<file path="src/rtl/int_controller.sv">
// int_controller: edge-latched, masked, lowest-index-first interrupt sequencer for the processor top.
// Optional macro IRQ_SYNC_EN inserts a 2-flop synchronizer on every irq_in bit ahead of edge detection.
module int_controller #(
  parameter int NUM_IRQ = 4,
  parameter int IDW     = 2,
  parameter int HOLDOFF = 4
) (
  input  logic               clk,
  input  logic               reset,
  input  logic [NUM_IRQ-1:0] irq_in,
  input  logic               mask_we,
  input  logic [NUM_IRQ-1:0] mask_wdata,
  input  logic               stall,
  input  logic               iack,
  output logic               interrupt,
  output logic [IDW-1:0]     irq_id,
  output logic [NUM_IRQ-1:0] pending,
  output logic               busy
);

  localparam int CNTW = (HOLDOFF > 1) ? $clog2(HOLDOFF) : 1;

  typedef enum logic [1:0] {
    S_IDLE,
    S_FIRE,
    S_SERVICE,
    S_HOLD
  } state_t;

  state_t             r_state;
  state_t             w_next;
  logic [NUM_IRQ-1:0] r_hist;
  logic [NUM_IRQ-1:0] r_pending;
  logic [NUM_IRQ-1:0] r_mask;
  logic [NUM_IRQ-1:0] w_irq_s;
  logic [NUM_IRQ-1:0] w_rise;
  logic [NUM_IRQ-1:0] w_elig;
  logic [NUM_IRQ-1:0] w_clr;
  logic [IDW-1:0]     r_irq_id;
  logic [IDW-1:0]     w_win;
  logic [CNTW-1:0]    r_cnt;
  logic [CNTW-1:0]    w_cnt_next;
  logic               r_interrupt;
  logic               r_busy;
  logic               w_launch;
  logic               w_ack;

`ifdef IRQ_SYNC_EN
  logic [NUM_IRQ-1:0] r_sync1;
  logic [NUM_IRQ-1:0] r_sync2;

  always_ff @(posedge clk or negedge reset) begin
    if (!reset) begin
      r_sync1 <= '0;
      r_sync2 <= '0;
    end else begin
      r_sync1 <= irq_in;
      r_sync2 <= r_sync1;
    end
  end

  assign w_irq_s = r_sync2;
`else
  assign w_irq_s = irq_in;
`endif

  assign w_rise = w_irq_s & ~r_hist;
  assign w_elig = r_pending & r_mask;

  // Scan from the top so the lowest eligible index is the last write and wins.
  always_comb begin
    w_win = '0;
    for (int i = NUM_IRQ - 1; i >= 0; i--) begin
      if (w_elig[i]) w_win = IDW'(i);
    end
  end

  assign w_launch = (r_state == S_IDLE) && (|w_elig) && !stall;
  assign w_ack    = (r_state == S_SERVICE) && iack;
  assign w_clr    = w_ack ? (NUM_IRQ'(1) << r_irq_id) : '0;

  always_comb begin
    w_next     = r_state;
    w_cnt_next = r_cnt;
    case (r_state)
      S_IDLE: begin
        if (w_launch) w_next = S_FIRE;
      end
      S_FIRE: begin
        w_next = S_SERVICE;
      end
      S_SERVICE: begin
        if (iack) begin
          w_next     = S_HOLD;
          w_cnt_next = CNTW'(HOLDOFF - 1);
        end
      end
      S_HOLD: begin
        if (r_cnt == '0) w_next = S_IDLE;
        else             w_cnt_next = r_cnt - CNTW'(1);
      end
      default: begin
        w_next = S_IDLE;
      end
    endcase
  end

  always_ff @(posedge clk or negedge reset) begin
    if (!reset) begin
      r_state <= S_IDLE;
      r_cnt   <= '0;
    end else begin
      r_state <= w_next;
      r_cnt   <= w_cnt_next;
    end
  end

  // A new edge on the bit being acknowledged wins over the clear.
  always_ff @(posedge clk or negedge reset) begin
    if (!reset) begin
      r_hist    <= '0;
      r_pending <= '0;
      r_mask    <= '0;
    end else begin
      r_hist    <= w_irq_s;
      r_pending <= (r_pending & ~w_clr) | w_rise;
      if (mask_we) r_mask <= mask_wdata;
    end
  end

  // Outputs are flops fed from the next-state decode so they never glitch.
  always_ff @(posedge clk or negedge reset) begin
    if (!reset) begin
      r_irq_id    <= '0;
      r_interrupt <= 1'b0;
      r_busy      <= 1'b0;
    end else begin
      if (w_launch) r_irq_id <= w_win;
      r_interrupt <= (w_next == S_FIRE);
      r_busy      <= (w_next != S_IDLE);
    end
  end

  assign interrupt = r_interrupt;
  assign irq_id    = r_irq_id;
  assign pending   = r_pending;
  assign busy      = r_busy;

endmodule

</file>
<file path="config.mk">
export PLATFORM = sky130hd
export DESIGN_NAME = int_controller
export DESIGN_NICKNAME = d
export VERILOG_FILES = /design/src/rtl/int_controller.sv
export SDC_FILE = /design/constraint.sdc
export NUM_CORES = 1
export LEC_CHECK = 0
export ABC_AREA = 1
export ABC_CLOCK_PERIOD_IN_PS = 2700
export CORE_AREA = 8 8 50 52
export DETAILED_ROUTE_END_ITERATION = 10
export DIE_AREA = 0 0 58 60
export GPL_ROUTABILITY_DRIVEN = 1
export GPL_TIMING_DRIVEN = 0
export PLACE_DENSITY = 0.82
export SYNTH_ARGS = -nofsm -noshare
export SYNTH_HDL_FRONTEND = slang
export SYNTH_SLANG_ARGS = --single-unit
</file>
<file path="constraint.sdc">
create_clock -name clk -period 2.7 [get_ports clk]
set_input_delay 0.675 -clock clk [delete_from_list [all_inputs] [get_ports clk]]
set_output_delay 0.675 -clock clk [all_outputs]
set_load 0.02 [all_outputs]
</file>
# Yosys cells after proc, flatten, opt, wreduce, memory -nomap -nowiden
# Index checks and enable logic that the tools add are counted.
totals:
  inputBits: 13
  register_bits: 20
  elab_cells: 44
  out_inout_bits: 8
classes:
  add_sub_neg: 1
  reduce_logical: 10
  shifts: 1
  n_eq_ne: 6
  mux: 12
  n_bitwise: 6
op_table:
  columns: ["cell", "count"]
  rows:
  - ["$mux W2", 9]
  - ["$and A4 B4 Y4", 3]
  - ["$not A4 Y4", 2]
  - ["$pmux W2 S4", 1]
  - ["$eq A2 B1 Y1 const B", 2]
  - ["$eq A2 B2 Y1 const B", 2]
  - ["$logic_not A2 Y1", 2]
  - ["$mux W4", 1]
  - ["$ne A2 B2 Y1 const B", 2]
  - ["$or A4 B4 Y4", 1]
  - ["$pmux W2 S2", 1]
  - ["$reduce_bool A2 Y1", 2]
  - ["$reduce_or A4 Y1", 1]
  - ["$shl A1 B2 Y4 const A", 1]
  - ["$logic_and A1 B1 Y1", 3]
  - ["$reduce_and A3 Y1", 1]
  - ["$sub A2 B1 Y2 const B", 1]
  - ["$logic_not A1 Y1", 1]

# Longest topological paths before layout
logic_depth:
  ltp_word: 7
  mapped_depth: 6
  ltp_nobuf: 6

# Worst setup path before layout
# OpenSTA, ideal clock, no wires.
synth_timing:
  path_kind: "input to register"
  start: "input iack"
  end: "register r_pending[1], in the netlist pending[1]"
  setup_time_ps: 121
  arrival_ps: 1071
  required_ps: 2579
  path_stages: 5
  slack_ps: 1508
  n_path_buf: 0
  cell_sequence: "nand2_1 -> nor2_2 -> nand3_1 -> nand2_1 -> o21ai_1"
synth_between:
  elab_chain_len: 5
synth_rtl:
  columns: ["item", "line", "source"]
  rows:
  - ["start: declaration", "14", "input logic iack,"]
  - ["$logic_and A1 B1 Y1", "79", "assign w_ack = (r_state == S_SERVICE) && iack;"]
  - ["$mux W4", "80", "assign w_clr = w_ack ? (NUM_IRQ'(1) << r_irq_id) : '0;"]
  - ["$not A4 Y4", "126", "r_pending <= (r_pending & ~w_clr) | w_rise;"]
  - ["$and A4 B4 Y4", "126", null]
  - ["$or A4 B4 Y4", "126", null]
  - ["end signal: assignment", "126", null]
  - ["end: declaration", "33", "logic [NUM_IRQ-1:0] r_pending;"]
# Every way passes these cells.
# A chain may end at the register's enable or synchronous reset.

# Worst setup path after layout
layout_timing:
  start: "register r_irq_id[0], in the netlist irq_id[0]"
  end: "output irq_id[0]"
layout_rtl:
  columns: ["item", "line", "source"]
  rows:
  - ["start: declaration", "39", "logic [IDW-1:0] r_irq_id;"]
  - ["start signal: assignment", "138", "if (w_launch) r_irq_id <= w_win;"]
  - ["end: declaration", "16", "output logic [IDW-1:0] irq_id,"]
# No word-level cell between the ends.

==> metrics.txt <==
DRC errors left 0; area taken by multi-input logic gates 264 um^2; Min Hold Slack 0.428 ns; DP HPWL 1260 um; Root Buffer Master clkbuf_4; status completed; Die Y 60 um; fill count 155; total track usage 10.1%; Syn-to-layout area delta 31.6%; total core area 1800 um^2; Max Freq 492 MHz; CTS clk-pin slew, worst paths 0.11 ns; Post-DRT Antenna Nets 0; post-CTS setup buffer count 0; # IOs 21; CTS tree yes; Worst setup EP type output port; drt pass-1 iters 4; sequential cell area 500 um^2; largest net degree at the start of global routing 21; met3 usage 1.51%; Net Sw Frac 36.8%; Worst Tran Pin Value 0.854 ns; Critical-path top delay cell clkdlybuf4s50_1; Final Setup Violations 0; Synth Warn # 0; Max-Slew Margin vs Limit 42.9%; total CTS buffers 3; gr ovfl total 0; Critical Path RT 2.03 ns; Starting Density 45.6%; Yosys cell types 16; vias in the first global route 644; IO Port Bufs 20; CTS Buffer Depth 2; Final Hold Fails 0; met1 GRT Util 10.5%; Post-Synthesis Cells 83; crit-path leading delay family buffers and inverters; overall power 1.02 mW; clock power share 16.8%; Yosys top cell area share 61.0%; kind of critical path reg -> out; Syn Nets 97; CP Max Fanout 5; Max-Cap Viols 0; Crit path buffers/inverters 1; clk_skew 0.000996 ns; Synth area leader dfrtp_1; Syn Area/Cell 9.89 um^2; wire length per cell 12.5 um; Vias 629; ranking of synthesized cells by area dfrtp_1, nand2_1, inv_1, mux2_2, nand3_1; ANT cells 0; Seq/Total Area, Yosys 61.0%; share of layout cells above drive strength 1 14.0%; Hold WC Path Type reg -> reg; Gate power share 40.1%; vias per cell 5.03; setup TNS 0 ns; antenna violations before repair 0; #FFs+latches synth 20; hold buffer count at cts 0; internal power 642 uW; Leakage 0.522 nW; crit share post-route 75.3%; die area 3480 um^2; Net count, final 122; Die Wd 58 um; dpl cells 121; latest clock arrival within the worst-skew pair 0.29 ns; Rows 16; Finished Layout Cells 125; Crit path largest cell delay 0.64 ns; grt peak-use layer met2; post-cts gate resize count 0; Worst VDD drop 0.000413 V; first-pass GRT wire length 2700 um; drt first-iter violations 12; RSZ-0062 raised after global routing no; fin. max-slew vios 0; post-layout min period 2.03 ns; CP arrival 1.36 ns; Switching Power 374 uW; drt total wl 1570 um; Post-Syn Area 821 um^2; Seq pwr share 43.1%; met2 usage 17.8%; clock sink count 20; critical path, cell by cell clkdlybuf4s50_1; Pwr Density 941 nW/um^2; CTS H-tree lvls 1; crit start category flip-flop; Placer Congestion 0.816
synthesized netlist by cell type:
cell	instances
a21boi_2	1
ha_1	1
a21oi_1	1
nor3_1	1
o21ai_1	5
nand3_1	5
nand2_1	20
inv_1	14
o21ai_2	1
a21oi_2	1
nor2_2	3
nand4_1	2
inv_2	1
mux2_2	4
dfrtp_1	20
nor2_1	3
worst paths after layout:
check,startpoint,end,slack [ns],cells after the start
min reg2reg,r_hist[0]$_DFF_PN0_,pending[0]$_DFF_PN0_,0.43,1
max reg2reg,r_cnt[0]$_DFFE_PN0P_,busy$_DFF_PN0_,1.53,5
max in group asynchronous,reset,r_mask[0]$_DFFE_PN0P_,1.32,1
min in group asynchronous,reset,interrupt$_DFF_PN0_,0.86,1
min,r_hist[0]$_DFF_PN0_,pending[0]$_DFF_PN0_,0.43,1
max,irq_id[0]$_DFFE_PN0P_,irq_id[0],0.67,1
layer usage:
layer | vias up | routed length [um]
met5 | - | 0
li1 | 309 | -
met4 | 0 | 61
met2 | 19 | 783
met1 | 295 | 647
met3 | 6 | 76
through the flow:
stage	cell area (um^2)	util [%]	setup WS, ns
2_1_floorplan	821	-	1.51
3_3_place_gp	1040	57.9	0.942
3_5_place_dp	1040	57.9	0.926
4_1_cts	1080	59.9	0.654
5_1_grt	1080	59.9	0.602
6_report	1080	59.9	0.667
final cells by class:
cell class | instances | share of cell area (%)
clock buffers | 4 | 3.36
inverters | 15 | 5.21
multi-input cells | 48 | 24.4
flip-flops and latches | 20 | 46.3
well taps | 18 | 2.09
repair buffers | 20 | 18.5
state kept, by name, indices dropped and copies added, names as in the netlist:
register   count
busy           1
interrupt      1
irq_id         2
pending        4
r_cnt          2
r_hist         4
r_mask         4
r_state        2
power groups by stage:
stage | Sequential, mW | Combinational [mW] | Clock (mW)
detailed placement | 0.446 | 0.409 | 0
global placement | 0.444 | 0.394 | 0
CTS | 0.439 | 0.411 | 0.176
floorplan | 0.486 | 0.208 | 0
finish | 0.438 | 0.407 | 0.171
global route | 0.452 | 0.455 | 0.188
placed cells by master, fill, tap and decap left out, types with 2 or more instances in the layout:
| cell type | Yosys | layout |
|---|---|---|
| clkdlybuf4s50_1 | 0 | 20 |
| dfrtp_1 | 20 | 20 |
| inv_1 | 14 | 14 |
| mux2_2 | 4 | 4 |
| nor2_1 | 3 | 3 |
| o21ai_1 | 5 | 5 |
| nand3_1 | 5 | 5 |
| clkbuf_4 | 0 | 3 |
| nor2_2 | 3 | 3 |
| nand4_1 | 2 | 2 |
| nand2_1 | 20 | 20 |
cells by family (layout without fill, tap and decap cells):
group / Yosys count / count (layout) / synth area share, %
buffers and inverters: 15 / 39 / 6.86
AO/OA/AOI/OAI: 9 / 9 / 7.16
flip-flops: 20 / 20 / 61.0
multiplexers: 4 / 4 / 5.49
AND/OR/NAND/NOR: 34 / 34 / 18.0
adder cells (fa/ha/maj): 1 / 1 / 1.52
(Power assumes the default switching activity.)
